### config.mk
export PLATFORM = sky130hd
export DESIGN_NAME = qdr_vacc_readout
export DESIGN_NICKNAME = d
export VERILOG_FILES = /design/src/rtl/qdr_vacc_readout.sv
export SDC_FILE = /design/constraint.sdc
export NUM_CORES = 1
export LEC_CHECK = 0
export ABC_CLOCK_PERIOD_IN_PS = 4700
export CORE_UTILIZATION = 55
export DETAILED_ROUTE_END_ITERATION = 8
export PLACE_DENSITY_LB_ADDON = 0.25
export SLEW_MARGIN = 20
export SYNTH_ARGS = -nofsm -noshare
export SYNTH_HDL_FRONTEND = slang
export SYNTH_SLANG_ARGS = --single-unit
### constraint.sdc
create_clock -name clk -period 4.7 [get_ports clk]
set_clock_uncertainty 0.2 [all_clocks]
set_input_delay 0.705 -clock clk [delete_from_list [all_inputs] [get_ports clk]]
set_output_delay 0.705 -clock clk [all_outputs]
set_load 0.05 [all_outputs]
### src/rtl/qdr_vacc_readout.sv
// QDR vector-accumulator readback capture, index tagging, overflow-recovering FIFO and ready/valid output.
// Optional status counters (vec_cnt, drop_cnt, max_level) are enabled by defining QDR_VACC_READOUT_STATUS_EN.
module qdr_vacc_readout #(
  parameter int unsigned DATA_WIDTH      = 36,
  parameter int unsigned VEC_LEN         = 4000,
  parameter int unsigned VEC_LEN_BITS    = 12,
  parameter int unsigned FIFO_DEPTH_BITS = 5
) (
  input  logic                       clk,
  input  logic                       rst,
  input  logic                       ce,
  input  logic                       din_vld,
  input  logic [DATA_WIDTH-1:0]      din,
  input  logic                       acc_sync,
  output logic [DATA_WIDTH-1:0]      m_tdata,
  output logic                       m_tvalid,
  input  logic                       m_tready,
  output logic                       m_tfirst,
  output logic                       m_tlast,
  output logic [FIFO_DEPTH_BITS:0]   fifo_level,
  output logic                       ovf
`ifdef QDR_VACC_READOUT_STATUS_EN
  ,
  output logic [31:0]                vec_cnt,
  output logic [15:0]                drop_cnt,
  output logic [FIFO_DEPTH_BITS:0]   max_level
`endif
);

  localparam int unsigned DEPTH = 1 << FIFO_DEPTH_BITS;
  localparam int unsigned EW    = DATA_WIDTH + 2;
  localparam logic [VEC_LEN_BITS-1:0]  LAST_IDX = VEC_LEN_BITS'(VEC_LEN - 1);
  localparam logic [FIFO_DEPTH_BITS:0] FULL_LVL = (FIFO_DEPTH_BITS + 1)'(DEPTH);

  typedef enum logic [1:0] {S_IDLE, S_STREAM, S_DROP} state_t;

  state_t                      state_q, state_d, state_eff;
  logic [VEC_LEN_BITS-1:0]     idx_q, idx_d, cur_idx;
  logic                        cap_vld_q, cap_vld_d, cap_sync_q, cap_sync_d;
  logic                        cap_first_q, cap_first_d, cap_last_q, cap_last_d;
  logic [DATA_WIDTH-1:0]       cap_data_q, cap_data_d;
  logic                        ovf_q, ovf_d;
  logic [FIFO_DEPTH_BITS:0]    level_q, level_d;
  logic [FIFO_DEPTH_BITS-1:0]  wr_ptr_q, wr_ptr_d, rd_ptr_q, rd_ptr_d;
  logic [EW-1:0]               mem_q [DEPTH];
  logic                        out_vld_q, out_vld_d, out_first_q, out_first_d, out_last_q, out_last_d;
  logic [DATA_WIDTH-1:0]       out_data_q, out_data_d;
  logic                        pop, full, wr_en, head_avail;

  // Capture valid/sync are one-shot pulses; data and tags hold while ce is low.
  always_comb begin
    cur_idx     = acc_sync ? '0 : idx_q;
    idx_d       = idx_q;
    cap_vld_d   = 1'b0;
    cap_sync_d  = 1'b0;
    cap_data_d  = cap_data_q;
    cap_first_d = cap_first_q;
    cap_last_d  = cap_last_q;
    if (ce) begin
      cap_vld_d   = din_vld;
      cap_sync_d  = acc_sync;
      cap_data_d  = din;
      cap_first_d = (cur_idx == '0);
      cap_last_d  = (cur_idx == LAST_IDX);
      if (din_vld) idx_d = (cur_idx == LAST_IDX) ? '0 : cur_idx + 1'b1;
      else         idx_d = cur_idx;
    end
  end

  assign pop  = out_vld_q & m_tready;
  assign full = (level_q == FULL_LVL);

  // A captured sync re-enters STREAM for the word captured alongside it.
  always_comb begin
    state_eff = cap_sync_q ? S_STREAM : state_q;
    state_d   = state_eff;
    wr_en     = 1'b0;
    ovf_d     = ovf_q;
    case (state_eff)
      S_STREAM: begin
        if (cap_vld_q) begin
          if (full && !pop) begin
            ovf_d   = 1'b1;
            state_d = cap_last_q ? S_STREAM : S_DROP;
          end else begin
            wr_en = 1'b1;
          end
        end
      end
      S_DROP: begin
        if (cap_vld_q && cap_last_q) state_d = S_STREAM;
      end
      default: ;
    endcase
  end

  // Head entry stays in memory (and in fifo_level) until it transfers; the output register mirrors it.
  always_comb begin
    level_d     = level_q + (FIFO_DEPTH_BITS + 1)'(wr_en) - (FIFO_DEPTH_BITS + 1)'(pop);
    wr_ptr_d    = wr_ptr_q + FIFO_DEPTH_BITS'(wr_en);
    rd_ptr_d    = rd_ptr_q + FIFO_DEPTH_BITS'(pop);
    head_avail  = pop ? (level_q > 1) : (level_q != '0);
    out_vld_d   = out_vld_q;
    out_data_d  = out_data_q;
    out_first_d = out_first_q;
    out_last_d  = out_last_q;
    if (!out_vld_q || pop) begin
      out_vld_d = head_avail;
      if (head_avail) {out_first_d, out_last_d, out_data_d} = mem_q[rd_ptr_d];
    end
  end

  always_ff @(posedge clk) begin
    if (wr_en) mem_q[wr_ptr_q] <= {cap_first_q, cap_last_q, cap_data_q};
  end

  always_ff @(posedge clk or negedge rst) begin
    if (!rst) begin
      state_q     <= S_IDLE;
      idx_q       <= '0;
      cap_vld_q   <= 1'b0;
      cap_sync_q  <= 1'b0;
      cap_first_q <= 1'b0;
      cap_last_q  <= 1'b0;
      cap_data_q  <= '0;
      ovf_q       <= 1'b0;
      level_q     <= '0;
      wr_ptr_q    <= '0;
      rd_ptr_q    <= '0;
      out_vld_q   <= 1'b0;
      out_first_q <= 1'b0;
      out_last_q  <= 1'b0;
      out_data_q  <= '0;
    end else begin
      state_q     <= state_d;
      idx_q       <= idx_d;
      cap_vld_q   <= cap_vld_d;
      cap_sync_q  <= cap_sync_d;
      cap_first_q <= cap_first_d;
      cap_last_q  <= cap_last_d;
      cap_data_q  <= cap_data_d;
      ovf_q       <= ovf_d;
      level_q     <= level_d;
      wr_ptr_q    <= wr_ptr_d;
      rd_ptr_q    <= rd_ptr_d;
      out_vld_q   <= out_vld_d;
      out_first_q <= out_first_d;
      out_last_q  <= out_last_d;
      out_data_q  <= out_data_d;
    end
  end

  assign m_tdata    = out_data_q;
  assign m_tvalid   = out_vld_q;
  assign m_tfirst   = out_first_q;
  assign m_tlast    = out_last_q;
  assign fifo_level = level_q;
  assign ovf        = ovf_q;

`ifdef QDR_VACC_READOUT_STATUS_EN
  logic [31:0]              vec_cnt_q, vec_cnt_d;
  logic [15:0]              drop_cnt_q, drop_cnt_d;
  logic [FIFO_DEPTH_BITS:0] max_level_q, max_level_d;
  logic                     drop;

  always_comb begin
    drop        = cap_vld_q && ((state_eff == S_DROP) || (state_eff == S_STREAM && full && !pop));
    vec_cnt_d   = vec_cnt_q + 32'(pop & out_last_q);
    drop_cnt_d  = (drop && drop_cnt_q != '1) ? drop_cnt_q + 1'b1 : drop_cnt_q;
    max_level_d = (level_d > max_level_q) ? level_d : max_level_q;
  end

  always_ff @(posedge clk or negedge rst) begin
    if (!rst) begin
      vec_cnt_q   <= '0;
      drop_cnt_q  <= '0;
      max_level_q <= '0;
    end else begin
      vec_cnt_q   <= vec_cnt_d;
      drop_cnt_q  <= drop_cnt_d;
      max_level_q <= max_level_d;
    end
  end

  assign vec_cnt   = vec_cnt_q;
  assign drop_cnt  = drop_cnt_q;
  assign max_level = max_level_q;
`endif

endmodule

==> impl_results.rst <==
.. list-table::
   :header-rows: 1

   * - Metric
     - Value
   * - Outcome
     - complete, no violations
   * - Number of distinct library cells after synthesis
     - 53
   * - Total of flip-flops plus latches after synthesis
     - about 1300
   * - Clock edge transition at the registers on the reported setup and hold paths
     - around 60 ps
   * - Crit path time final
     - 3460 ps
   * - End point of the critical path
     - mem_q[18][1]
   * - Sequential share of power
     - 35.7%
   * - DR DRC count
     - 0
   * - H-tree depth
     - 4
   * - Overall die width
     - around 310 um
   * - Type of the worst min-delay path
     - flop to flop
   * - Final cell count without fillers
     - roughly 4600
   * - Critical path required time
     - about 5000 ps
   * - Avg Cell Area, Syn
     - between 15 and 20 um^2
   * - Startpoint of the worst register-to-register path
     - fifo_level[2]
   * - Most instantiated flip-flop cell in the synthesis netlist
     - edfxtp_1
   * - Vias in the first global route
     - 29800
   * - Arr. time, crit path
     - roughly 3700 ps
   * - Synthesized instance count
     - about 3100
   * - Pin count of the biggest net entering global routing
     - 85
   * - Most frequently used cell type in the post-synthesis netlist
     - edfxtp_1
   * - Count of max-cap constraint violations
     - 0
   * - Worst setup slack after layout
     - about 1200 ps
   * - CP startpoint kind
     - flop
   * - Cell taking the most area after synthesis
     - edfxtp_1
   * - Total routing resource utilization after global routing
     - about 27%
   * - Number of clock buffers inserted by TritonCTS
     - roughly 140
   * - Ratio of total power to cell area
     - 663 mW/mm^2
   * - Share of total power in combinational logic
     - a little under two fifths
   * - Placement Setup Slack
     - between 600 and 700 ps
   * - Detailed-route via count
     - between 20000 and 30000
   * - I/O pins
     - slightly below 90
   * - Setup repair after global routing missed its margin
     - false
   * - Routability-driven placement congestion ratio
     - 0.828
   * - Top cell types by occurrence after synthesis
     - edfxtp_1 (1216), mux2i_1 (608), nand3_1 (315), a22oi_1 (153), dfrtp_1 (110)
   * - CTS max path bufs
     - 3
   * - Top fanout value on the critical path
     - 14
   * - Fraction of layout instances using a drive strength above 1
     - about an eighth
   * - Slew at the pin closest to its max-slew limit
     - about 1100 ps
   * - Area growth from synthesis to layout
     - 14.1%
   * - Setup TNS
     - 0 ps
   * - Count of flip-flops with a built-in enable after synthesis
     - 1216
   * - Final hold slack
     - about 320 ps
   * - Final net count
     - 3325
   * - WL final
     - approximately 130 mm
   * - Clk network pwr share
     - 26.0%
   * - Leak
     - 21.1 nW
   * - Part of the Yosys area used for sequential elements
     - around 74%
   * - Relative slew margins
     - 25.3%
   * - Die height
     - ~310 um
   * - Combined area of all synthesized cells
     - 0.0529 mm^2
   * - Final Max Slew Viols
     - 0
   * - Number of port buffers
     - between 80 and 90
   * - Root Buffer
     - clkbuf_16
   * - 1st-pass router iterations
     - 5
   * - Std-Cell Core Area
     - 0.0952 mm^2
   * - Number of cells on the worst reg-to-reg path
     - 10
   * - Antenna viol nets, final
     - 0
   * - Number of nets in the synthesized netlist
     - 3200
   * - Global-route wire length before repair
     - 193 mm
   * - Clock tree from TritonCTS
     - done
   * - Setup Buffers After CTS
     - 0
   * - Cells taking the most area after synthesis
     - edfxtp_1 (69%), mux2i_1 (12%), dfrtp_1 (5.2%)
   * - Die ar.
     - roughly 0.097 mm^2
   * - Fillers
     - ~6500
   * - Number of cells after detailed placement
     - approximately 4400
   * - Hold violation count in the final report
     - 0
   * - Critical Path End Type
     - flop
   * - Worst flop-to-flop path endpoint
     - mem_q[18][1]
   * - Hold Crit Depth
     - 2
   * - CP max stage cell
     - nor2_4
   * - Hpwl dp
     - 70.0 mm
   * - Yosys warns
     - 0
   * - Switch Pwr
     - 14.6 mW
   * - Delay contributed by the slowest stage of the critical path
     - about 480 ps
   * - Antenna violations before repair
     - 1
   * - Worst vdd rail ir drop
     - between 800 and 900 uV
   * - Number of core rows
     - ~110
   * - Final worst path period share
     - between 70% and 80%
   * - Effective utilization at floorplan
     - about 56%
   * - Final Power
     - 40.0 mW
   * - Count of endpoints failing setup in the final report
     - 0
   * - Max Clock Freq
     - ~0.29 GHz
   * - Overflow after GRT
     - 0
   * - Minimum setup slack among reg-to-reg paths
     - 1240 ps
   * - Start-to-end type of the worst setup path
     - flop to flop
   * - Post-synth ARST share
     - ~8.3%
   * - Share of the synthesized area in the top cell type
     - between 60% and 70%
   * - Routed WL per cell
     - ~28 um
   * - Internal power
     - about 25 mW
   * - Number of sinks on the clock net
     - roughly 1300
   * - Worst Setup SP
     - fifo_level[2]
   * - Switch share
     - a little over a third
   * - Cells traversed along the worst timing path
     - inv_1 > ha_1 > nor3b_1 > nand3_1 > nand3_1 > inv_1 > nand3b_1 > buf_4 > nor2_4 > buf_4
   * - Vias per inst
     - about 6.4
   * - Clock latency of the later-clocked register in the worst-skew pair
     - about 740 ps
   * - Iteration-0 DRC count of the detailed router
     - ~3200
## cells in the final DEF, fill, tap and decap left out, types with 12 or more instances in the layout
cell type and n:
ha_1 17, nor2_4 36, dfrtp_1 101, buf_4 72, mux2i_1 608, clkbuf_1 38, mux2_2 38, nand3_1 315
buf_12 37, o21ai_0 53, clkinv_2 18, a21oi_1 84, a22o_1 40, nand2_1 25, clkinv_1 16, clkbuf_8 17
edfxtp_1 1216, inv_1 26, a22oi_1 153, clkdlybuf4s50_1 85, clkbuf_16 139, nand4_1 78, o41ai_2 38, nor2_1 12
## final cells by class
cell class	count	area [um^2]	share of cell area (%)
inverter	29	114	0.189
clock buffer	194	3850	6.39
tap	1265	1580	2.62
antenna	1	2.50	0.00415
clock inverter	54	459	0.761
multi-input combinational	1574	12900	21.3
sequential	1326	39300	65.1
timing repair buffer	197	2160	3.58
## routing by layer
layer / global-route usage [%] / wire length, um
met1: 38.2 / 53100
met2: 43.2 / 62700
met3: 4.32 / 11100
met4: 9.06 / 3610
met5: 0 / 0
## power by group through the flow
stage	Sequential (mW)	Combinational, mW	Clock (mW)
5_1_grt	14.3	16.2	10.9
6_report	14.3	15.3	10.4
2_1_floorplan	14.8	10.3	0
3_3_place_gp	14.5	14.9	0
3_5_place_dp	14.5	15.1	0
4_1_cts	14.3	15.2	10.5
## flip-flops by register name, summed over array words and instances, names as in the netlist
name	cells
m_tfirst	1
rd_ptr_q	5
cap_first_q	1
wr_ptr_q	5
fifo_level	6
cap_sync_q	1
cap_last_q	1
state_q	2
m_tlast	1
idx_q	12
m_tvalid	1
mem_q	1216
m_tdata	36
cap_data_q	36
cap_vld_q	1
ovf	1
## worst min path at each step
stage	start	to
global placement	idx_q[1]	idx_q[1]
detailed placement	idx_q[1]	idx_q[1]
CTS	idx_q[1]	idx_q[1]
finish	idx_q[1]	idx_q[1]
floorplan	rst	cap_data_q[0]
global route	idx_q[0]	idx_q[0]
## worst max-delay path: cells and delay by family (launching register included)
family / cells / cell delay (ps)
simple gates: 5 / 1300
flops: 1 / 400
fa+ha+maj: 1 / 240
buf+inv: 4 / 970
## cells by family after synthesis
logic type | count (synthesis) | synth area share (%)
and+or+nand+nor | 504 | 4.93
adders and majority gates | 20 | 0.488
AOI/OAI and AO/OA | 393 | 5.68
muxes | 646 | 12.3
DFF | 1326 | 74.3
xor gates and xnor gates | 11 | 0.196
buffers and inverters | 238 | 2.08
## what timing repair did
action	CTS	global route
endpoints found under the hold margin	56	0
hold buffers	1	0
resized for setup	0	0
## metrics by stage
step / utilization [%] / instance area (um^2)
final: 63.4 / 60300
after global routing: 63.4 / 60300
after floorplan: - / 52900
after CTS: 63.4 / 60300
after detailed placement: 58.8 / 56000
after global placement: 58.8 / 56000
Note: power is estimated with default switching activity, not from simulation.
